### src/rtl/qos_fsm_pkg.sv
// rtl/qos_fsm_pkg.sv - shared state codes, widths and helpers for the QoS flow FSM
//
// Purpose: state encoding, error-counter width and the idle-counter width
//          helper used by qos_flow_fsm.
// Ports:   none (package).

package qos_fsm_pkg;

  localparam int STATE_W   = 3;
  localparam int ERR_CNT_W = 8;

  typedef enum logic [STATE_W-1:0] {
    ST_RESET  = 3'd0,
    ST_INIT   = 3'd1,
    ST_IDLE   = 3'd2,
    ST_ACTIVE = 3'd3,
    ST_ERROR  = 3'd4
  } state_e;

  // Width needed to hold the values 0..hold inclusive.
  function automatic int idle_cnt_w(input int hold);
    return $clog2(hold + 1);
  endfunction

endpackage

### src/rtl/qos_edge_det.sv
// rtl/qos_edge_det.sv - per-bit rising-edge detector with registered history
//
// Purpose: keeps last cycle's value of a request vector and flags bits that
//          are high now but were low on the previous cycle.
// Ports:
//   CLK      in   clock
//   reset_L  in   asynchronous active-low reset (clears history)
//   din      in   WIDTH request levels
//   rise     out  WIDTH rising-edge flags (combinational from din and history)

module qos_edge_det #(
  parameter int WIDTH = 4
) (
  input  logic             CLK,
  input  logic             reset_L,
  input  logic [WIDTH-1:0] din,
  output logic [WIDTH-1:0] rise
);

  logic [WIDTH-1:0] hist;

  always_ff @(posedge CLK or negedge reset_L) begin
    if (!reset_L) begin
      hist <= '0;
    end else begin
      hist <= din;
    end
  end

  assign rise = din & ~hist;

endmodule

### src/rtl/qos_flow_fsm.sv
// rtl/qos_flow_fsm.sv - QoS control FSM sequencing NUM_CH egress FIFOs
//
// Purpose: sequences RESET/INIT/IDLE/ACTIVE/ERROR, raises one-cycle
//          pause/continue strobes on fresh request edges while ACTIVE,
//          drains back to IDLE after IDLE_HOLD all-empty cycles and keeps a
//          sticky record of FIFOs seen full while in ERROR.
// Optional: define QOS_FSM_ERR_CNT_EN to add err_cnt, one saturating 8-bit
//          counter of full[i] rising edges per channel.
// Ports:
//   CLK             in   clock
//   reset_L         in   asynchronous active-low reset
//   set_init        in   level, holds the block in INIT
//   clear_err       in   pulse, leaves ERROR
//   empty/full      in   NUM_CH per-FIFO flags
//   pause_fifos     in   NUM_CH pause request levels
//   continue_fifos  in   NUM_CH continue request levels
//   init/idle/active out  registered state indicators
//   state_o         out  current state code
//   pause_stb       out  NUM_CH one-cycle pause strobes
//   continue_stb    out  NUM_CH one-cycle continue strobes
//   error_full      out  NUM_CH sticky full record, valid in ERROR only
//   err_cnt         out  NUM_CH*8 full-edge counters (QOS_FSM_ERR_CNT_EN only)

module qos_flow_fsm
  import qos_fsm_pkg::*;
#(
  parameter int NUM_CH    = 4,
  parameter int IDLE_HOLD = 4
) (
  input  logic                    CLK,
  input  logic                    reset_L,
  input  logic                    set_init,
  input  logic                    clear_err,
  input  logic [NUM_CH-1:0]       empty,
  input  logic [NUM_CH-1:0]       full,
  input  logic [NUM_CH-1:0]       pause_fifos,
  input  logic [NUM_CH-1:0]       continue_fifos,
  output logic                    init,
  output logic                    idle,
  output logic                    active,
  output logic [STATE_W-1:0]      state_o,
  output logic [NUM_CH-1:0]       pause_stb,
  output logic [NUM_CH-1:0]       continue_stb,
  output logic [NUM_CH-1:0]       error_full
`ifdef QOS_FSM_ERR_CNT_EN
  ,
  output logic [NUM_CH*ERR_CNT_W-1:0] err_cnt
`endif
);

  localparam int               CNT_W    = idle_cnt_w(IDLE_HOLD);
  localparam logic [CNT_W-1:0] HOLD_MAX = CNT_W'(IDLE_HOLD);

  state_e            state_q;
  state_e            state_d;
  logic [CNT_W-1:0]  cnt_q;
  logic [CNT_W-1:0]  cnt_d;
  logic              all_empty;
  logic [NUM_CH-1:0] pause_rise;
  logic [NUM_CH-1:0] cont_rise;

  assign all_empty = &empty;
  assign state_o   = state_q;

  qos_edge_det #(.WIDTH(NUM_CH)) u_pause_edge (
    .CLK     (CLK),
    .reset_L (reset_L),
    .din     (pause_fifos),
    .rise    (pause_rise)
  );

  qos_edge_det #(.WIDTH(NUM_CH)) u_cont_edge (
    .CLK     (CLK),
    .reset_L (reset_L),
    .din     (continue_fifos),
    .rise    (cont_rise)
  );

  // Count of consecutive all-empty cycles including the current one; a
  // non-empty cycle restarts the run.
  always_comb begin
    cnt_d = '0;
    if (all_empty) begin
      cnt_d = (cnt_q >= HOLD_MAX) ? HOLD_MAX : cnt_q + CNT_W'(1);
    end
  end

  always_comb begin
    state_d = state_q;
    case (state_q)
      ST_RESET:  state_d = ST_INIT;
      ST_INIT:   state_d = set_init ? ST_INIT : ST_IDLE;
      ST_IDLE: begin
        if (set_init)        state_d = ST_INIT;
        else if (!all_empty) state_d = ST_ACTIVE;
        else                 state_d = ST_IDLE;
      end
      ST_ACTIVE: begin
        if (set_init)               state_d = ST_INIT;
        else if (|full)             state_d = ST_ERROR;
        else if (cnt_d == HOLD_MAX) state_d = ST_IDLE;
        else                        state_d = ST_ACTIVE;
      end
      // set_init has no effect here; only clear_err leaves ERROR.
      ST_ERROR:  state_d = clear_err ? ST_INIT : ST_ERROR;
      default:   state_d = ST_RESET;
    endcase
  end

  // Outputs are registered from the next state so they line up with the
  // state being entered on this edge.
  always_ff @(posedge CLK or negedge reset_L) begin
    if (!reset_L) begin
      state_q      <= ST_RESET;
      cnt_q        <= '0;
      init         <= 1'b0;
      idle         <= 1'b0;
      active       <= 1'b0;
      pause_stb    <= '0;
      continue_stb <= '0;
      error_full   <= '0;
    end else begin
      state_q <= state_d;
      init    <= (state_d == ST_INIT) && set_init;
      idle    <= (state_d == ST_IDLE);
      active  <= (state_d == ST_ACTIVE);
      cnt_q   <= (state_q == ST_ACTIVE) ? cnt_d : '0;

      // Pause wins a same-channel tie with continue.
      if (state_d == ST_ACTIVE) begin
        pause_stb    <= pause_rise;
        continue_stb <= cont_rise & ~pause_rise;
      end else begin
        pause_stb    <= '0;
        continue_stb <= '0;
      end

      if (state_d == ST_ERROR) begin
        error_full <= (state_q == ST_ERROR) ? (error_full | full) : full;
      end else begin
        error_full <= '0;
      end
    end
  end

`ifdef QOS_FSM_ERR_CNT_EN
  logic [NUM_CH-1:0] full_hist;

  always_ff @(posedge CLK or negedge reset_L) begin
    if (!reset_L) begin
      full_hist <= '0;
      err_cnt   <= '0;
    end else begin
      full_hist <= full;
      for (int i = 0; i < NUM_CH; i++) begin
        if ((state_q == ST_ERROR) && clear_err) begin
          err_cnt[i*ERR_CNT_W +: ERR_CNT_W] <= '0;
        end else if ((state_q != ST_RESET) && full[i] && !full_hist[i] &&
                     (err_cnt[i*ERR_CNT_W +: ERR_CNT_W] != {ERR_CNT_W{1'b1}})) begin
          err_cnt[i*ERR_CNT_W +: ERR_CNT_W] <= err_cnt[i*ERR_CNT_W +: ERR_CNT_W] + ERR_CNT_W'(1);
        end
      end
    end
  end
`endif

endmodule

### config.mk
export PLATFORM = sky130hd
export DESIGN_NAME = qos_flow_fsm
export DESIGN_NICKNAME = d
export VERILOG_FILES = /design/src/rtl/qos_fsm_pkg.sv /design/src/rtl/qos_edge_det.sv /design/src/rtl/qos_flow_fsm.sv
export SDC_FILE = /design/constraint.sdc
export NUM_CORES = 1
export LEC_CHECK = 0
export CORE_UTILIZATION = 45
export DETAILED_ROUTE_END_ITERATION = 16
export GPL_TIMING_DRIVEN = 0
export HOLD_SLACK_MARGIN = 0.1
export PLACE_DENSITY = 0.88
export SYNTH_ARGS = -nofsm -noshare
export SYNTH_HDL_FRONTEND = slang
export SYNTH_SLANG_ARGS = --single-unit
### constraint.sdc
create_clock -name CLK -period 2 [get_ports CLK]
set_input_delay 0.4 -clock CLK [delete_from_list [all_inputs] [get_ports CLK]]
set_output_delay 0.4 -clock CLK [all_outputs]
set_load 0.01 [all_outputs]
==> results.tsv <==
metric	value	unit
status	complete, no violations	
peak supply drop	690	µV
Core Area	2480	µm²
Crit-path slowest cell	clkdlybuf4s50_1	
Inst Count DP	158	
worst-case clock skew	0.00749	ns
critical path endpoint category	primary output	
first-pass GRT wire length	3890	µm
fmax	544	MHz
dominant cell type by area after synthesis	dfrtp_1	
antenna diode count	0	
part of the power in registers	0.451	
Clock Latency Late Sink	0.33	ns
Final Util	0.665	
# rows	18	
Die H	53.4	µm
final hold violation count	0	
RSZ-0062 raised after global routing	false	
vias per cell	5.22	
static leakage	0.684	nW
Routed WL	2380	µm
Pwr Density	961	nW/µm²
commonest non-fill, non-tap cell in the layout	clkdlybuf4s50_1	
post-route ant nets	0	
Ports	38	
CTS tree	built	
max_cap viols	0	
worst path required time	1.60	ns
switching part of the total	0.333	
Tcrit/Tclk final	0.919	
Worst setup SP type	flop	
post-CTS sizing	0	
Final min period	1.84	ns
Initial Util	0.480	
Synth Net Count	113	
DRC viols	0	
initial antenna violation count	0	
gr usage total	0.205	
routability cong.	0.796	
Post-Layout Cell Count	165	
Int Pwr	1.05	mW
Arr. time, crit path	1.44	ns
Die W	53.4	µm
clk sinks	29	
fin nets	157	
grt ovf	0	
delay of the slowest cell on the worst path	0.60	ns
CTS Buffer Depth	2	
simple-gate area share of the yosys netlist	0.256	
Slew HR	0.540	
cts hold-fix bufs	0	
crit path max fanout	10	
largest net degree at the start of global routing	30	
Slew @ Worst Pin	0.689	ns
share of the synthesized area in the top cell type	0.611	
WL per Instance	14.4	µm
post-synthesis cell count	91	
Seq/Total Area, Yosys	0.611	
# port buffers	37	
Clk pwr share	0.223	
via count	862	
area grow syn2layout	38.5	%
Root Driver	clkbuf_4	
Crit Path Class	flop to primary output	
Synth Area per Inst	13.1	µm²
first-iteration detailed-routing DRC count	8	
multiplexer share of the synthesized area	0	
TNS Setup	0	ns
largest family of logic cells by synthesized area	simple AND/OR/NAND/NOR gates	
YS warnings	0	
layout cells sized above 1	0.163	
die area	2850	µm²
Gate power share	0.326	
Yosys reg bits	29	
Net Sw Power	0.527	mW
final number of max-transition violations	0	
Buffers & Inverters on Critical Path	1	
Finish-stage setup viols	0	
synthesized area	1190	µm²
htree depth	2	
vias in the first global route	852	
critical path, cell by cell	clkdlybuf4s50_1	
cell family with most CP delay	buffers and inverters	
Adder-Cell Fraction of Synth Area	0.0211	
CTS buffer count	5	
Synth Area in XOR/XNOR	0	
DRT Pass-1 Iters	4	
Cell variety after synth	28	
Fillers	199	
Final HPWL DP	1750	µm
Reg clk slew, reported paths	0.09	ns
Hold Path Class	primary input to async pin	
most frequent cells in the layout	clkdlybuf4s50_1 (36), dfrtp_1 (29), nor2_1 (8), nor4_2 (8)	
postcts setup bufs	0	
Compound-Gate Fraction of Synth Area	0.0811	
overall power	1.58	mW
Synth area leaders	dfrtp_1 (61%), nor4_2 (8.4%), nand3b_1 (3.2%), nand2b_1 (2.6%), nor2_1 (2.5%)	
[final timing paths]
check,startpoint,to,slack [ns],cells past startpoint
worst max register to register,cnt_q[0],state_o[0],0.35,6
worst min-delay path,reset_L,u_cont_edge.hist[3],0.07,1
min in group CLK,u_cont_edge.hist[2],continue_stb[2],0.51,2
max in group asynchronous,reset_L,u_cont_edge.hist[0],1.53,1
worst min register to register,u_cont_edge.hist[2],continue_stb[2],0.51,2
worst max-delay path,state_o[2],state_o[2],0.16,1
[sequential cells by signal, indices dropped and copies added (netlist names)]
| name | flops |
|---|---|
| cnt_q | 3 |
| continue_stb | 4 |
| idle | 1 |
| u_pause_edge.hist | 4 |
| error_full | 4 |
| state_o | 3 |
| pause_stb | 4 |
| init | 1 |
| u_cont_edge.hist | 4 |
| active | 1 |
[routing by layer]
metal	global-route usage	part of all wire	vias up	wire length, µm
li1	-	-	409	-
met1	0.225	0.42	407	995
met2	0.348	0.48	42	1150
met3	0.0862	0.081	4	193
met4	0.0789	0.016	0	38
met5	0	0	-	0
[stage by stage]
step                      setup WS [ns]  hold slack, ns  area, µm²
after global placement           0.0125           0.487       1600
after CTS                         0.154           0.508       1650
after floorplan                   0.520           0.104       1190
after detailed placement        -0.0218           0.488       1600
final                             0.162          0.0718       1650
after global routing             0.0995           0.112       1650
[power groups by stage]
stage / registers [mW] / clock network, mW / logic, mW
after global placement: 0.721 / 0 / 0.505
final: 0.713 / 0.352 / 0.516
after detailed placement: 0.725 / 0 / 0.523
after CTS: 0.714 / 0.365 / 0.524
after global routing: 0.727 / 0.394 / 0.565
after floorplan: 0.732 / 0 / 0.285
[area by class of cell]
cell class	instances	area [µm²]	share of cell area
tap	30	37.5	0.0228
sequential	29	726	0.441
multi-input combinational	55	425	0.258
timing repair buffer	37	365	0.222
inverter	5	18.8	0.0114
buffer	2	18.8	0.0114
clock buffer	7	55.1	0.0334
[Yosys cell counts, drive strengths merged]
cell and count:
buf 2, o21ba 1, nand2b 5, o32a 1
a31oi 1, nor4 10, and4bb 1, nand3b 5
nor2 8, or2 2, o211ai 2, dfrtp 29
nor2b 1, nor3b 1, nor3 1, and2 2
a22oi 1, a21oi 4, ha 2, nand4 1
inv 5, nand2 4, a32oi 1, a21boi 1
[kinds of logic (layout without fill, tap and decap cells)]
| kind of cell | Yosys count | after routing |
|---|---|---|
| and+or+nand+nor | 41 | 41 |
| DFF | 29 | 29 |
| AOI/OAI and AO/OA | 12 | 12 |
| buffers and inverters | 7 | 51 |
| adders and majority gates | 2 | 2 |
Note: power is estimated with default switching activity, not from simulation.
